`src/rtl/shared_pkg.sv`:
```
// Shared types and frame constants for the SPI master sequencer.
package shared_pkg;
    typedef enum logic [1:0] {
        WR_ADDR = 2'b00,
        WR_DATA = 2'b01,
        RD_ADDR = 2'b10,
        RD_DATA = 2'b11
    } spi_cmd_e;

    typedef enum logic [2:0] {IDLE, MODE, SHIFT, WAIT_RD, RECV, GAP} spi_mstate_e;

    localparam int MODE_BITS  = 1;
    localparam int FRAME_BITS = 10;
    localparam int RX_BITS    = 8;
endpackage

```
`src/rtl/spi_shift_reg.sv`:
```
// Parallel-load TX shifter (MSB first) and serial-in RX shifter for one SPI frame.
module spi_shift_reg
    import shared_pkg::*;
(
    input  logic                  clk,
    input  logic                  clear,
    input  logic                  load,
    input  logic [FRAME_BITS-1:0] load_word,
    input  logic                  tx_shift,
    input  logic                  rx_shift,
    input  logic                  rx_in,
    output logic [1:0]            tx_top,
    output logic [RX_BITS-1:0]    rx_next
);
    logic [FRAME_BITS-1:0] tx;
    logic [RX_BITS-1:0]    rx;

    always_ff @(posedge clk) begin
        if (clear) begin
            tx <= '0;
            rx <= '0;
        end else begin
            if (load)
                tx <= load_word;
            else if (tx_shift)
                tx <= {tx[FRAME_BITS-2:0], 1'b0};
            if (rx_shift)
                rx <= rx_next;
        end
    end

    // Top two bits: [1] is the bit for MODE->SHIFT, [0] the bit after each shift.
    assign tx_top  = tx[FRAME_BITS-1 -: 2];
    assign rx_next = {rx[RX_BITS-2:0], rx_in};
endmodule

```
`src/rtl/spi_master_seq.sv`:
```
// SPI master sequencer: one request -> one frame (mode bit, 10-bit word, optional 8-bit read).
module spi_master_seq
    import shared_pkg::*;
#(
    parameter int GAP_CYCLES = 2,
    parameter int RD_LAT     = 2
) (
    input  logic       clk,
    input  logic       rst,
    input  logic       req_valid,
    output logic       req_ready,
    input  logic [1:0] req_cmd,
    input  logic [7:0] req_data,
    input  logic       abort,
    output logic       SS_n,
    output logic       MOSI,
    input  logic       MISO,
    output logic       rsp_valid,
    output logic [7:0] rsp_data,
    output logic       busy
);
    localparam int MAX_A = (GAP_CYCLES > RD_LAT) ? GAP_CYCLES : RD_LAT;
    localparam int MAX_V = (MAX_A > RX_BITS) ? MAX_A : RX_BITS;
    localparam int CW    = $clog2(MAX_V + 1);
    localparam logic [CW-1:0] GAP_LAST = CW'(GAP_CYCLES - 1);
    localparam logic [CW-1:0] RD_LAST  = CW'((RD_LAT == 0) ? 0 : RD_LAT - 1);
    localparam logic [CW-1:0] RX_LAST  = CW'(RX_BITS - 1);
    localparam logic [3:0]    BIT_LAST = 4'(FRAME_BITS - 1);

    spi_mstate_e state, state_n;
    spi_cmd_e    cmd_q;
    logic [3:0]  bit_cnt, bit_cnt_n;
    logic [CW-1:0] cnt, cnt_n;
    logic        load, tx_shift, rx_shift, rsp_fire, ss_n_n, mosi_n;
    logic [1:0]  tx_top;
    logic [RX_BITS-1:0] rx_next;

    spi_shift_reg u_shift (
        .clk      (clk),
        .clear    (rst),
        .load     (load),
        .load_word({req_cmd, req_data}),
        .tx_shift (tx_shift),
        .rx_shift (rx_shift),
        .rx_in    (MISO),
        .tx_top   (tx_top),
        .rx_next  (rx_next)
    );

    always_ff @(posedge clk) begin
        if (rst) begin
            state     <= IDLE;
            cmd_q     <= WR_ADDR;
            bit_cnt   <= '0;
            cnt       <= '0;
            SS_n      <= 1'b1;
            MOSI      <= 1'b0;
            rsp_valid <= 1'b0;
            rsp_data  <= '0;
        end else begin
            state     <= state_n;
            bit_cnt   <= bit_cnt_n;
            cnt       <= cnt_n;
            SS_n      <= ss_n_n;
            MOSI      <= mosi_n;
            rsp_valid <= rsp_fire;
            if (load)
                cmd_q <= spi_cmd_e'(req_cmd);
            if (rsp_fire)
                rsp_data <= rx_next;
        end
    end

    always_comb begin
        state_n   = state;
        bit_cnt_n = bit_cnt;
        cnt_n     = cnt;
        load      = 1'b0;
        tx_shift  = 1'b0;
        rx_shift  = 1'b0;
        rsp_fire  = 1'b0;
        case (state)
            IDLE: if (req_valid) begin
                state_n   = MODE;
                load      = 1'b1;
                bit_cnt_n = '0;
            end
            MODE: begin
                state_n   = SHIFT;
                bit_cnt_n = '0;
            end
            SHIFT: begin
                tx_shift  = 1'b1;
                bit_cnt_n = bit_cnt + 4'd1;
                if (bit_cnt == BIT_LAST) begin
                    cnt_n = '0;
                    if (cmd_q != RD_DATA)  state_n = GAP;
                    else if (RD_LAT == 0)  state_n = RECV;
                    else                   state_n = WAIT_RD;
                end
            end
            WAIT_RD: begin
                cnt_n = cnt + 1'b1;
                if (cnt == RD_LAST) begin
                    state_n = RECV;
                    cnt_n   = '0;
                end
            end
            RECV: begin
                rx_shift = 1'b1;
                cnt_n    = cnt + 1'b1;
                if (cnt == RX_LAST) begin
                    state_n  = GAP;
                    cnt_n    = '0;
                    rsp_fire = 1'b1;
                end
            end
            GAP: begin
                cnt_n = cnt + 1'b1;
                if (cnt == GAP_LAST) begin
                    state_n = IDLE;
                    cnt_n   = '0;
                end
            end
            default: state_n = IDLE;
        endcase

        // Abort overrides any in-frame transition and suppresses the reply.
        if (abort && state != IDLE && state != GAP) begin
            state_n  = GAP;
            cnt_n    = '0;
            rsp_fire = 1'b0;
        end

        ss_n_n = !(state_n == MODE || state_n == SHIFT || state_n == WAIT_RD || state_n == RECV);
        if (state_n == MODE)
            mosi_n = req_cmd[1];
        else if (state_n == SHIFT)
            mosi_n = (state == MODE) ? tx_top[1] : tx_top[0];
        else
            mosi_n = 1'b0;
    end

    assign busy      = (state != IDLE);
    assign req_ready = (state == IDLE) && !rst;
endmodule
```
`config.mk`:
```
export PLATFORM = sky130hd
export DESIGN_NAME = spi_master_seq
export DESIGN_NICKNAME = d
export VERILOG_FILES = /design/src/rtl/shared_pkg.sv /design/src/rtl/spi_shift_reg.sv /design/src/rtl/spi_master_seq.sv
export SDC_FILE = /design/constraint.sdc
export NUM_CORES = 1
export LEC_CHECK = 0
export ABC_AREA = 1
export CORE_MARGIN = 4
export CORE_UTILIZATION = 30
export DETAILED_ROUTE_END_ITERATION = 16
export SLEW_MARGIN = 0
export SYNTH_ARGS = -nofsm -noshare
export SYNTH_HDL_FRONTEND = slang
export SYNTH_HIERARCHICAL = 1
export SYNTH_SLANG_ARGS = --single-unit
```
`constraint.sdc`:
```
create_clock -name clk -period 1.45 [get_ports clk]
set_clock_uncertainty 0.05 [all_clocks]
set_input_delay 0.3625 -clock clk [delete_from_list [all_inputs] [get_ports clk]]
set_output_delay 0.3625 -clock clk [all_outputs]
set_load 0.02 [all_outputs]
```
* Word-level counts from Yosys, hierarchy flattened *
Cells that the tools add are included.

word-level totals
  bits in registers = 41
  output and inout port bits = 13

operators by class
  add/sub/neg operators = 2
  equal/unequal tests = 16
  reductions and logical operators = 17
  mux-type cells = 26

operators with widths
  operator                                                         count
  4-bit case mux with 3 select lines                               2
  3-bit two-way mux                                                7
  10-bit two-way mux                                               2
  3-bit case mux with 6 select lines                               1
  4-bit two-way mux                                                4
  3-bit by 2-bit == test with 1-bit output, second input constant  4
  1-bit two-way mux                                                10
  3-bit == test, second input constant                             3
  3-bit nonzero test                                               3
  4-bit by 1-bit adder with 4-bit output, second input constant    2
  3-bit by 1-bit == test with 1-bit output, second input constant  2
  2-bit != test, second input constant                             3
  4-bit by 1-bit == test with 1-bit output, second input constant  1
  4-bit by 3-bit == test with 1-bit output, second input constant  1
  4-bit == test, second input constant                             1
  2-bit AND reduction                                              2
  2-bit OR reduction                                               2
  1-bit logical AND                                                3
  3-bit logical NOT                                                1
  1-bit logical OR                                                 3
  3-bit != test, second input constant                             1
  1-bit logical NOT                                                2
  2-bit nonzero test                                               1

* Longest topological paths before layout *
  depth in word-level cells = 10
  gate-level depth with buffers = 11

* By module *
Netlist, hierarchy kept.

by module, submodules not included
  module          area each (µm²)  cells an instance  times used
  spi_master_seq  1,253.7          182                1
  spi_shift_reg   742.0            107                1

* Worst setup path after synthesis *
OpenSTA, ideal clock, no wires.

  kind = flip-flop to flip-flop
  start point = register state[2]
  end point = register SS_n
  required time = 1.273 ns
  slack = 0.037 ns
  cell stages (with the launch flop) = 10
  data arrival time = 1.236 ns
  period minus slack after synthesis = 1.413 ns
  cells stage by stage = dfxtp_1 > nand2_1 > nor2_2 > nand2_2 > nand2_1 > nor2_1 > nand3_1 > inv_1 > nand3_1 > nand3_1

between the ends
  word-level cells in the longest chain between the ends = 9
  elaborated cells on any way between the ends = 25

RTL lines
  item                                                                                                  line                   source
  start, declared                                                                                       spi_master_seq.sv:30   spi_mstate_e state, state_n;
  start signal, assigned                                                                                spi_master_seq.sv:61   state <= state_n;
  parallel branches: the longest is 3 deep, another holds 3-bit case mux with 6 select lines            --
  3-bit two-way mux (*)                                                                                 spi_master_seq.sv:129  if (abort && state != IDLE && state != GAP) begin
  3-bit by 1-bit == test with 1-bit output or 3-bit by 2-bit == test with 1-bit output (tied branches)  spi_master_seq.sv:135  ss_n_n = !(state_n == MODE || state_n == SHIFT || state_n == WAIT_RD || state_n == RECV);
  1-bit logical OR (2 in series)                                                                        spi_master_seq.sv:135
  1-bit logical OR (*)                                                                                  spi_master_seq.sv:135
  1-bit logical NOT (*)                                                                                 spi_master_seq.sv:135
  end signal, assigned                                                                                  spi_master_seq.sv:64   SS_n <= ss_n_n;
  end, declared                                                                                         spi_master_seq.sv:15   output logic SS_n,

Mark *: on every way between the ends.
A chain may end at the register's enable or synchronous reset.

* Worst setup path in the final report *
  start point = register state[0]
  end point = register bit_cnt[2]

between the ends
  word-level cells in the longest chain between the ends = 3
  elaborated cells on any way between the ends = 7

RTL lines
  item                                                              line                  source
  3-bit by 1-bit == test with 1-bit output (tied with other cells)  spi_master_seq.sv:82  case (state)
  3-bit nonzero test (no line) or 2-bit != test (tied branches)     --
  2-bit AND reduction (no line)                                     --
  end signal, assigned                                              spi_master_seq.sv:62  bit_cnt <= bit_cnt_n;
  end, declared                                                     spi_master_seq.sv:32  logic [3:0] bit_cnt, bit_cnt_n;

Parallel ways exist; a longest one is shown, timed or not.

==> summary.txt <==
Timing
  • Fin crit share: 101%
  • Fin crit period: 1.46 ns
  • Slew at the pin closest to its max-slew limit: 0.393 ns
  • Final slew viol count: 0
  • Max frequency: 683 MHz
  • Final hold vios: 0
  • Setup TNS: -0.0444 ns
  • Setup ws final: -0.0141 ns
  • Unrepaired setup endpoints after global routing: true
  • Final setup viols: 5
  • Slew headroom: 73.8%

Critical path
  • Startpoint Class: register
  • Slowest-stage cell, CP: dfxtp_2
  • Critical Path RT: 1.62 ns
  • Reg2reg start: state[0]
  • CP delay by family, top: simple AND/OR/NAND/NOR gates
  • Arr. time, crit path: 1.63 ns
  • Critical path's largest stage delay: 0.34 ns
  • CP Max Fanout: 7
  • Critical path origin: state[0]
  • Element type at the critical path end: register
  • Crit path buf inv count: 3
  • Crit Path Class: register to register
  • CP cell instances: inv_2, buf_6, nand2_4, nor2_4, buf_12, nor3_4, o21ai_2, nor3_1

CTS
  • CTS root buffer: clkbuf_8
  • CTS H-tree depth: 2
  • Clock latency on the worst-skew pair: 0.29 ns
  • CTS clk-pin slew, worst paths: 0.08 ns
  • Sink Count: 41
  • CTS Buf Count: 5
  • CTS tree: yes
  • Hold_buf cts: 0
  • Max Buffers Root-to-Sink: 2

Floorplanning
  • Row Count: 29
  • Die width: 89.6 um
  • Die area: 8020 um^2
  • DIE HEIGHT: 89.6 um
  • Core Area: 6420 um^2
  • Initial Utilization: 31.1%
  • Io pins: 28

Layout
  • Layout cells sized above 1: 34.6%
  • Fillers: 637
  • Area taken by multi-input logic gates: 1230 um^2
  • Ant diodes: 0
  • Area Growth Syn to Fin: 49.1%
  • Register area: 827 um^2
  • Final Net Count: 373

Synthesis
  • Synthesized flop and latch total: 41
  • Sequential-to-total area share from yosys stat: 41.1%
  • Mapped Cells: 289
  • Yosys warns: 6
  • Post-synth cell types: 27
  • Post-Synthesis Cell Area: 2000 um^2
  • Synthesized Nets: 308
  • Syn_area_per_cell: 6.91 um^2

Job
  • Max-cap viol count: 0

Global routing
  • Pin count of the biggest net entering global routing: 15
  • Global routing met1 resource utilization: 15.9%
  • Grt met3 use: 3.23%
  • Grt met2 use: 23.1%
  • Vias in the first global route: 1,983
  • Global-route wire length before repair: 8420 um
  • Global route overflow: 0
  • GRT Util Overall: 13.4%
  • Initial antenna violation count: 0
  • Most Crowded Layer GR: met2

Pwr
  • Clk pwr share: 12.9%
  • Net Sw Power: 0.00243 W
  • Internal power: 0.00323 W
  • Combinational power share: 59.3%
  • PwrDens: 1900 nW/um^2
  • Register share of total power: 27.8%
  • Peak supply drop: 0.000697 V
  • Switching Fraction: 42.9%
  • Leakage Power: 1.38 nW

Place
  • GPL Wtd Cong: 0.818
  • Setup slack at placement: -0.538 ns
  • HPWL Detailed: 3540 um
  • Number of port buffers: 27

Detailed routing
  • Vias/cell: 4.72
  • DRC violation count after routing: 0
  • 1st-pass router iterations: 4
  • DR iter-0 viols: 134
  • Via count: 2,039
  • Antenna viol nets, final: 0
  • Drt total wl: 5280 um
  • WL/cell: 12.2 um

Outcome
  • Failing checks: setup timing
  • Status: finished, violations left

Worst hold path
  • Hold Path Class: register to register
  • Hold Startpoint: cmd_q[0]
## power by group through the flow
| stage | Combinational, W | Sequential [W] | Clock (W) |
|---|---|---|---|
| final | 0.00335 | 0.00158 | 0.000728 |
| after global routing | 0.00368 | 0.00160 | 0.000793 |
| after CTS | 0.00271 | 0.00155 | 0.000759 |
| after detailed placement | 0.00237 | 0.00157 | 0 |
| after global placement | 0.00234 | 0.00156 | 0 |
| after floorplan | 0.00153 | 0.00159 | 0 |
## worst reg2reg max path: stages (launching register included)
cell     delay (ns)
dfxtp_2        0.34
inv_2          0.05
buf_6          0.12
nand2_4        0.05
nor2_4         0.05
buf_12         0.13
nor3_4         0.29
o21ai_2        0.12
nor3_1         0.18
## worst paths after layout
check	endpoint	slack [ns]	cells past startpoint
max	bit_cnt[2]	-0.01	8
min	cmd_q[0]	0.42	2
max reg2reg	bit_cnt[2]	-0.01	8
min reg2reg	cmd_q[0]	0.42	2
## per-layer routing
| metal | part of all wire (%) | wire, um |
|---|---|---|
| met1 | 43 | 2260 |
| met2 | 52 | 2740 |
| met3 | 3.5 | 187 |
| met4 | 1.8 | 94 |
| met5 | 0 | 0 |
## cells in the mapped netlist, drive strengths merged
| cell type | count | area [um^2] |
|---|---|---|
| nor3 | 6 | 41.3 |
| nand2 | 72 | 280 |
| clkinv | 1 | 3.75 |
| o21ai | 23 | 119 |
| ha | 4 | 50.1 |
| nor2 | 50 | 213 |
| a21oi | 11 | 55.1 |
| nor3b | 1 | 12.5 |
| clkbuf | 2 | 7.51 |
| and3 | 1 | 6.26 |
| o21bai | 1 | 7.51 |
| buf | 6 | 48.8 |
| xor2 | 1 | 8.76 |
| dfxtp | 41 | 821 |
| or2 | 1 | 6.26 |
| nand3 | 30 | 165 |
| inv | 35 | 131 |
| nand4 | 3 | 18.8 |
## stage by stage
stage / cell area [um^2] / instances / hold slack [ns] / total power (W) / util (%)
finish: 2980 / 432 / 0.418 / 0.00566 / 46.3
global route: 2980 / 432 / 0.440 / 0.00607 / 46.3
CTS: 2700 / 421 / 0.416 / 0.00502 / 42.0
detailed placement: 2490 / 409 / 0.404 / 0.00393 / 38.7
global placement: 2490 / 409 / 0.398 / 0.00390 / 38.7
floorplan: 2000 / 289 / 0.382 / 0.00312 / -
## flip-flops by register name (all words and copies together) (netlist names)
register	flops
cnt	4
SS_n	1
bit_cnt	4
u_shift/rx	7
state	3
u_shift/tx	10
cmd_q	2
MOSI	1
rsp_valid	1
rsp_data	8
## cell type report
| class | instances | share of cell area [%] |
|---|---|---|
| multi-input cells | 206 | 41.4 |
| inverters | 36 | 4.88 |
| well taps | 77 | 3.24 |
| repair buffers | 63 | 19.7 |
| clock buffers | 6 | 2.44 |
| flip-flops and latches | 41 | 27.8 |
| repair inverters | 1 | 0.252 |
| clock inverters | 2 | 0.336 |
## what timing repair did
| item | CTS | global route |
|---|---|---|
| setup endpoints to repair | 26 | 34 |
| buffers inserted | 4 | 8 |
| resized for setup | 54 | 67 |
| gates cloned | 0 | 3 |
| endpoints found under the hold margin | 0 | 0 |
| pin swaps | 14 | 20 |
## logic make-up (layout without fill, tap and decap cells)
| logic type | Yosys count | count (layout) | share of synthesized area [%] |
|---|---|---|---|
| XOR/XNOR | 1 | 1 | 0.439 |
| adder cells (fa/ha/maj) | 4 | 4 | 2.51 |
| buffers and inverters | 44 | 108 | 9.59 |
| AO/OA/AOI/OAI | 35 | 35 | 9.09 |
| flip-flops | 41 | 41 | 41.1 |
| AND/OR/NAND/NOR | 164 | 166 | 37.2 |
## cell usage in the layout, fill, tap and decap left out, types with 2 or more instances in the layout
cell type,n
nand2_1,56
nor2_1,39
dfxtp_1,36
inv_1,25
buf_4,25
nand3_1,16
nand3_2,12
clkdlybuf4s50_1,12
nand2_2,11
o21ai_1,11
dlygate4sd2_1,11
buf_6,11
inv_2,8
nor2_4,7
o21ai_0,7
nand2_4,6
a21oi_1,6
nor2_2,5
a21oi_2,5
clkbuf_8,5
dfxtp_2,5
o21ai_2,4
nor3_1,4
nand4_1,3
nand3_4,2
inv_4,2
ha_1,2
ha_2,2
clkinv_2,2
Power figures use the tool's default switching activity.
